### src/rtl/instr_seq_pkg.sv
// Shared types and opcode constants for the instruction sequencer and its decoder.
package instr_seq_pkg;

    typedef enum logic [2:0] {
        S_IDLE,
        S_FETCH,
        S_DECODE,
        S_EXEC,
        S_MEM
    } state_e;

    // ALU-class opcodes (cls = 0)
    localparam logic [2:0] ALU_OR    = 3'b000;
    localparam logic [2:0] ALU_SUB   = 3'b001;
    localparam logic [2:0] ALU_AND_L = 3'b010;
    localparam logic [2:0] ALU_OR_L  = 3'b011;
    localparam logic [2:0] ALU_XOR_L = 3'b100;
    localparam logic [2:0] ALU_NOT_L = 3'b101;
    localparam logic [2:0] ALU_NOP   = 3'b110;
    localparam logic [2:0] ALU_MUL   = 3'b111;

    // Transfer-class kinds, selected by op[2:1] (cls = 1)
    localparam logic [1:0] XFER_LD     = 2'b10;
    localparam logic [1:0] XFER_REG_RD = 2'b00;
    localparam logic [1:0] XFER_LD_M   = 2'b01;
    localparam logic [1:0] XFER_ST_M   = 2'b11;

endpackage

### src/rtl/instr_field_decode.sv
// Purely combinational split of the instruction register into control requests;
// the sequencer decides when (and whether) each request reaches an output.
module instr_field_decode
    import instr_seq_pkg::*;
#(
    parameter int INSTR_W    = 16,
    parameter int MEM_ADDR_W = 10,
    parameter int REG_ADDR_W = 3
) (
    input  logic [INSTR_W-1:0]    ir_i,
    output logic                  alu_class_o,
    output logic [2:0]            alu_op_o,
    output logic                  aku_en_o,
    output logic                  aku_mux_en_o,
    output logic                  reg_ce_o,
    output logic                  mem_rd_o,
    output logic                  mem_wr_o,
    output logic [REG_ADDR_W-1:0] reg_addr_o,
    output logic [MEM_ADDR_W-1:0] mem_addr_o
);

    logic       cls;
    logic [2:0] op;
    // Bits between the opcode and the address field carry no meaning.
    logic       unused_ir;

    assign cls        = ir_i[INSTR_W-1];
    assign op         = ir_i[INSTR_W-2:INSTR_W-4];
    assign unused_ir  = ^ir_i;
    assign reg_addr_o = ir_i[REG_ADDR_W-1:0];
    assign mem_addr_o = ir_i[MEM_ADDR_W-1:0];

    always_comb begin
        alu_class_o  = ~cls;
        alu_op_o     = op;
        aku_en_o     = 1'b0;
        aku_mux_en_o = 1'b0;
        reg_ce_o     = 1'b0;
        mem_rd_o     = 1'b0;
        mem_wr_o     = 1'b0;
        if (!cls) begin
            case (op)
                ALU_OR, ALU_SUB, ALU_AND_L,
                ALU_OR_L, ALU_XOR_L, ALU_NOT_L: aku_en_o     = 1'b1;
                ALU_MUL:                        aku_mux_en_o = 1'b1;
                ALU_NOP:                        ;
            endcase
        end else begin
            case (op[2:1])
                XFER_LD:     reg_ce_o = 1'b1;
                XFER_REG_RD: ;
                XFER_LD_M:   mem_rd_o = 1'b1;
                XFER_ST_M:   mem_wr_o = 1'b1;
            endcase
        end
    end

endmodule

### src/rtl/instr_sequencer.sv
// Fetch/decode/execute controller: fetches over a valid/request handshake, then
// drives registered ALU, register-file and data-memory control for one instruction.
module instr_sequencer
    import instr_seq_pkg::*;
#(
    parameter int INSTR_W    = 16,
    parameter int PC_W       = 10,
    parameter int MEM_ADDR_W = 10,
    parameter int REG_ADDR_W = 3
) (
    input  logic                  clk,
    input  logic                  rst,
    input  logic                  run,
    output logic                  instr_req,
    output logic [PC_W-1:0]       pc,
    input  logic                  instr_valid,
    input  logic [INSTR_W-1:0]    instr_data,
    output logic [2:0]            alu_op,
    output logic                  aku_en,
    output logic                  aku_mux_en,
    output logic                  reg_ce,
    output logic [REG_ADDR_W-1:0] reg_addr,
    output logic [MEM_ADDR_W-1:0] mem_addr,
    output logic                  mem_rd,
    output logic                  mem_wr,
    input  logic                  mem_ack,
    output logic                  busy
);

    localparam logic [PC_W-1:0] PC_ONE = PC_W'(1);

    state_e                  state_q, state_d;
    logic [PC_W-1:0]         pc_q, pc_d;
    logic [INSTR_W-1:0]      ir_q, ir_d;
    logic                    instr_req_q, instr_req_d;
    logic [2:0]              alu_op_q, alu_op_d;
    logic                    aku_en_q, aku_en_d;
    logic                    aku_mux_en_q, aku_mux_en_d;
    logic                    reg_ce_q, reg_ce_d;
    logic [REG_ADDR_W-1:0]   reg_addr_q, reg_addr_d;
    logic [MEM_ADDR_W-1:0]   mem_addr_q, mem_addr_d;
    logic                    mem_rd_q, mem_rd_d;
    logic                    mem_wr_q, mem_wr_d;
    logic                    busy_q, busy_d;
    logic                    done;

    logic                    dec_alu_class;
    logic [2:0]              dec_alu_op;
    logic                    dec_aku_en;
    logic                    dec_aku_mux_en;
    logic                    dec_reg_ce;
    logic                    dec_mem_rd;
    logic                    dec_mem_wr;
    logic [REG_ADDR_W-1:0]   dec_reg_addr;
    logic [MEM_ADDR_W-1:0]   dec_mem_addr;

    instr_field_decode #(
        .INSTR_W   (INSTR_W),
        .MEM_ADDR_W(MEM_ADDR_W),
        .REG_ADDR_W(REG_ADDR_W)
    ) u_decode (
        .ir_i        (ir_q),
        .alu_class_o (dec_alu_class),
        .alu_op_o    (dec_alu_op),
        .aku_en_o    (dec_aku_en),
        .aku_mux_en_o(dec_aku_mux_en),
        .reg_ce_o    (dec_reg_ce),
        .mem_rd_o    (dec_mem_rd),
        .mem_wr_o    (dec_mem_wr),
        .reg_addr_o  (dec_reg_addr),
        .mem_addr_o  (dec_mem_addr)
    );

    always_comb begin
        state_d    = state_q;
        pc_d       = pc_q;
        ir_d       = ir_q;
        alu_op_d   = alu_op_q;
        reg_addr_d = reg_addr_q;
        mem_addr_d = mem_addr_q;
        done       = 1'b0;

        case (state_q)
            S_IDLE:   if (run) state_d = S_FETCH;
            S_FETCH: begin
                if (instr_valid) begin
                    ir_d    = instr_data;
                    state_d = S_DECODE;
                end
            end
            S_DECODE: begin
                state_d    = S_EXEC;
                reg_addr_d = dec_reg_addr;
                mem_addr_d = dec_mem_addr;
                if (dec_alu_class) alu_op_d = dec_alu_op;
            end
            S_EXEC: begin
                if (dec_mem_rd || dec_mem_wr) state_d = S_MEM;
                else                          done    = 1'b1;
            end
            S_MEM:    if (mem_ack) done = 1'b1;
            default:  state_d = S_IDLE;
        endcase

        // run is only consulted between instructions, so dropping it never aborts one.
        if (done) begin
            pc_d    = pc_q + PC_ONE;
            state_d = run ? S_FETCH : S_IDLE;
        end

        // Outputs are derived from the next state so they line up with it once registered.
        instr_req_d  = (state_d == S_FETCH);
        busy_d       = (state_d != S_IDLE);
        aku_en_d     = (state_d == S_EXEC) && dec_aku_en;
        aku_mux_en_d = (state_d == S_EXEC) && dec_aku_mux_en;
        reg_ce_d     = (state_d == S_EXEC) && dec_reg_ce;
        mem_rd_d     = (state_d == S_MEM) && dec_mem_rd;
        mem_wr_d     = (state_d == S_MEM) && dec_mem_wr;
    end

    always_ff @(posedge clk or posedge rst) begin
        if (rst) begin
            state_q      <= S_IDLE;
            pc_q         <= '0;
            ir_q         <= '0;
            instr_req_q  <= 1'b0;
            alu_op_q     <= '0;
            aku_en_q     <= 1'b0;
            aku_mux_en_q <= 1'b0;
            reg_ce_q     <= 1'b0;
            reg_addr_q   <= '0;
            mem_addr_q   <= '0;
            mem_rd_q     <= 1'b0;
            mem_wr_q     <= 1'b0;
            busy_q       <= 1'b0;
        end else begin
            state_q      <= state_d;
            pc_q         <= pc_d;
            ir_q         <= ir_d;
            instr_req_q  <= instr_req_d;
            alu_op_q     <= alu_op_d;
            aku_en_q     <= aku_en_d;
            aku_mux_en_q <= aku_mux_en_d;
            reg_ce_q     <= reg_ce_d;
            reg_addr_q   <= reg_addr_d;
            mem_addr_q   <= mem_addr_d;
            mem_rd_q     <= mem_rd_d;
            mem_wr_q     <= mem_wr_d;
            busy_q       <= busy_d;
        end
    end

    assign instr_req  = instr_req_q;
    assign pc         = pc_q;
    assign alu_op     = alu_op_q;
    assign aku_en     = aku_en_q;
    assign aku_mux_en = aku_mux_en_q;
    assign reg_ce     = reg_ce_q;
    assign reg_addr   = reg_addr_q;
    assign mem_addr   = mem_addr_q;
    assign mem_rd     = mem_rd_q;
    assign mem_wr     = mem_wr_q;
    assign busy       = busy_q;

endmodule

### config.mk
export PLATFORM = sky130hd
export DESIGN_NAME = instr_sequencer
export DESIGN_NICKNAME = d
export VERILOG_FILES = /design/src/rtl/instr_seq_pkg.sv /design/src/rtl/instr_field_decode.sv /design/src/rtl/instr_sequencer.sv
export SDC_FILE = /design/constraint.sdc
export NUM_CORES = 1
export LEC_CHECK = 0
export BUFFER_PORTS_ARGS = -buffer_cell sky130_fd_sc_hd__buf_2
export CAP_MARGIN = 20
export CORE_MARGIN = 2
export CORE_UTILIZATION = 43
export DETAILED_ROUTE_END_ITERATION = 8
export PLACE_DENSITY = 0.67
export SYNTH_ARGS = -nofsm -noshare
export SYNTH_HDL_FRONTEND = slang
export SYNTH_HIERARCHICAL = 1
export SYNTH_SLANG_ARGS = --single-unit
### constraint.sdc
create_clock -name clk -period 3.2 [get_ports clk]
set_input_delay 0 -clock clk [delete_from_list [all_inputs] [get_ports clk]]
set_output_delay 0 -clock clk [all_outputs]
set_load 0.1 [all_outputs]
* Word-level counts from Yosys, hierarchy flattened *
Index checks and enable logic that the tools add are counted.
Widths: inputs -> output; s select.

operators by class
  add/sub/neg operators = 1
  eq/ne operators = 16
  muxes and demuxes = 19
  bitwise operators = 1
  reductions and logical operators = 12

operators with widths
  kind                   count
  $eq 3x2->1 const B     5
  $eq 3x3->1 const B     5
  $pmux 3 s5             1
  $mux 1                 13
  $mux 3                 4
  $add 10x1->10 const B  1
  $eq 3x1->1 const B     3
  $logic_not 3->1        2
  $reduce_or 6->1        1
  $logic_and 1x1->1      5
  $eq 2x2->1 const B     2
  $reduce_and 2->1       2
  $reduce_bool 3->1      1
  $eq 2x1->1 const B     1
  $pmux 1 s2             1
  $logic_or 1x1->1       1
  $not 1->1              1

word-level totals
  register bits after elaboration = 52
  input bits = 21
  output and inout bits = 33
  word-level logic and storage cells = 62

* Logic depth before layout (Yosys ltp) *
  word-level depth = 9
  mapped depth = 5
  mapped depth without buffers = 5

* By module *
Netlist, hierarchy kept.

modules (own cells, without submodules)
  module              times used  cells each  area each (µm²)  sequential area each (µm²)
  instr_sequencer     1           139         2040.7           1301.2
  instr_field_decode  1           22          166.4            0.0

* Least setup slack after synthesis *
Ideal clock, no wire load.

  kind = reg2reg
  from = reg pc_q[3], in the netlist pc[3]
  to = reg pc_q[9], in the netlist pc[9]
  library setup time = 0.161 ns
  arrival = 1.742 ns
  data required time = 3.039 ns
  path slack = 1.297 ns
  stages on the path, launching flop included = 5
  path buffers = 0
  period minus slack after synthesis = 1.903 ns
  cells stage by stage = dfrtp_1 and3_1 nand3_1 nor4b_2 xor2_1

on the way
  cells in the longest elaborated chain, start to end = 1

RTL lines
  element                 RTL line                text
  from (decl)             instr_sequencer.sv:33   logic [PC_W-1:0] pc_q, pc_d;
  from (signal assigned)  instr_sequencer.sv:138  pc_q <= pc_d;
  $add 10x1->10           instr_sequencer.sv:107  pc_d = pc_q + PC_ONE;

No other way between the ends.
A chain may end at the register's enable or synchronous reset.

* Final worst setup path *
  from = reg state_q[1]
  to = reg alu_op_q[2], in the netlist alu_op[2]

on the way
  cells in the longest elaborated chain, start to end = 2

RTL lines
  element                            RTL line                text
  from (decl)                        instr_sequencer.sv:32   state_e state_q, state_d;
  from (signal assigned)             instr_sequencer.sv:137  state_q <= state_d;
  $eq 3x2->1                         instr_sequencer.sv:83   case (state_q)
  $reduce_and 2->1 (no source line)  -
  to (signal assigned)               instr_sequencer.sv:141  alu_op_q <= alu_op_d;
  to (decl)                          instr_sequencer.sv:36   logic [2:0] alu_op_q, alu_op_d;

No other way between the ends.

==> key figures <==
Run status
  – Outcome: finished, final reports clean

Worst setup path
  – Worst r2r path cells: 3
  – Critical path's slowest cell: nor3b_4
  – Capturing point of the worst reg2reg path: alu_op[2]$_DFFE_PP0P_
  – R2R setup slack: 1.23 ns
  – Critical path's largest stage delay: 0.74 ns
  – CP Launch Type: register
  – Buf/Inv on CP: 0
  – CP Data Arrival Time: 2.15 ns
  – Req. time, crit path: 3.38 ns
  – Critical path depth: 3
  – Crit-path leading delay family: simple AND/OR/NAND/NOR gates
  – Worst R2R Start: state_q[1]$_DFF_PP0_
  – Crit-path cells: nor3b_4 > nand2_1 > mux2_2
  – Crit path to: alu_op[2]$_DFFE_PP0P_
  – Critical path class: register to register
  – Endpoint class of the critical path: register
  – Max FO, Critical Path: 18
  – Crit path launch: state_q[1]$_DFF_PP0_

Routing
  – Avg WL per Cell: 13.53 microns
  – Routed WL: 3802 microns
  – Residual DRC: 0
  – Initial DRC Count: 24
  – Vias/cell: 4.737
  – Antenna-violating nets left: 0
  – DR vias: 1,331
  – Initial DRT Pass Iterations: 3

GRT
  – Grt met1 use: 0.1673
  – GRT Max-Usage Layer: met2
  – First-pass GRT wire length: 6368 microns
  – Total routing usage reported by global routing: 0.1527
  – Met3 usage: 0.04336
  – Largest net degree at the start of global routing: 51
  – Met2 Usage GRT: 0.2793
  – Number of global-route vias before repair: 1,442
  – Remaining Overflow, GRT: 0
  – Initial antenna violation count: 0

Floorplanning
  – Die span in x: 74.46 microns
  – IO Pins: 54
  – DIE AREA: 5544 sq um
  – Core area: 4755 sq um
  – Starting density of the core: 0.4489
  – Row Count: 25
  – Die Ht: 74.46 microns

STA
  – Clk_skew: 0.003977 ns
  – Final Hold Fails: 0
  – Final setup viols: 0
  – Setup TNS: 0 ns
  – Tightest Pin Transition: 0.9581 ns
  – Min Tclk post-route: 1.966 ns
  – Fin crit share: 0.6143
  – Unrepaired setup endpoints after global routing: false
  – Max_slew headroom: 0.3603
  – Final Max Slew Viols: 0
  – Max Freq: 508.7 MHz

Final layout
  – Ant. Diodes: 0
  – NumNets Final: 235
  – Fin cells: 281
  – Post-route cell area: 2623 sq um
  – Proportion of layout cells with a drive suffix above 1: 0.4626
  – Commonest cells after routing, fill and taps aside: 51 x buf_2, 50 x dfrtp_1, 30 x mux2_2, 16 x dlygate4sd3_1, 9 x nand2_1
  – Area growth from synthesis to layout: 22.86%
  – Commonest non-fill, non-tap cell in the layout: buf_2

Clock tree
  – CTS Buf Count: 5
  – Clock Sinks: 50
  – CTS tree: done
  – Worst skew pair latency: 0.29 ns
  – Post-CTS sizing: 0
  – # hold bufs at CTS: 16
  – H-tree depth: 2
  – Clock-pin slew on the worst setup and hold paths: 0.08 ns
  – Max Buffers Root-to-Sink: 2
  – Post-CTS Setup Repair Bufs: 0
  – CTS root buffer: clkbuf_8

Logic synthesis
  – Mapped Area: 2135 sq um
  – Syn nets: 179
  – Avg Synthesized Cell Area: 13.60 sq um
  – Ys Warns: 6
  – Post-synthesis instance total: 157

Job
  – Maxcap violations: 0

Placed design
  – HPWL Detailed: 2572 microns
  – IO Port Bufs: 51
  – Gp weighted congestion: 0.7706
  – Dpl cells: 256
  – Placement Cell Area: 2351 sq um

Min path
  – Hold Path Class: input pin to register
==> tightest hold or removal path: stages <==
cell and delay [ns]:
buf_2 0.10, inv_1 0.04, o2bb2ai_1 0.19
==> through the flow <==
stage            util  worst slack, ns  hold WS [ns]
6_report       0.5516            1.234        0.1103
4_1_cts        0.5474            1.185        0.1033
5_1_grt        0.5516            1.071        0.1331
2_1_floorplan       -            1.297        0.1434
3_5_place_dp   0.4945            1.204        0.2388
3_3_place_gp   0.4945            1.281        0.2328
==> final cells by class <==
class	instances	area (sq um)
inverters	4	15.01
fillers	443	2132
repair buffers	68	435.4
clock buffers	7	86.33
flip-flops and latches	50	1251
well taps	67	83.83
multi-input cells	84	745.7
clock inverters	1	5.005
==> flip-flops by register name, indices dropped and copies added, names as in the netlist <==
signal,count
alu_op,3
mem_wr,1
reg_addr,3
mem_addr,10
instr_req,1
busy,1
aku_en,1
state_q,3
aku_mux_en,1
mem_rd,1
ir_q,14
pc,10
reg_ce,1
==> worst min-delay path by stage <==
stage,startpoint,endpoint,slack (ns),depth (start not counted)
finish,mem_ack,state_q[2]$_DFF_PP0_,0.11,3
global route,mem_ack,pc[1]$_DFFE_PP0P_,0.13,4
CTS,mem_ack,state_q[2]$_DFF_PP0_,0.10,3
detailed placement,instr_data[9],ir_q[9]$_DFFE_PP0P_,0.24,2
global placement,instr_data[0],ir_q[0]$_DFFE_PP0P_,0.23,2
floorplan,run,state_q[0]$_DFF_PP0_,0.14,2
==> per-layer routing <==
| layer | up-vias | share of wire |
|---|---|---|
| li1 | 631 | - |
| met5 | - | 0 |
| met3 | 6 | 0.054 |
| met1 | 656 | 0.42 |
| met2 | 38 | 0.51 |
| met4 | 0 | 0.014 |
Power is left out: the tool's default activity adds up to more than one toggle a clock period on the data nets, which glitch-free logic cannot reach.
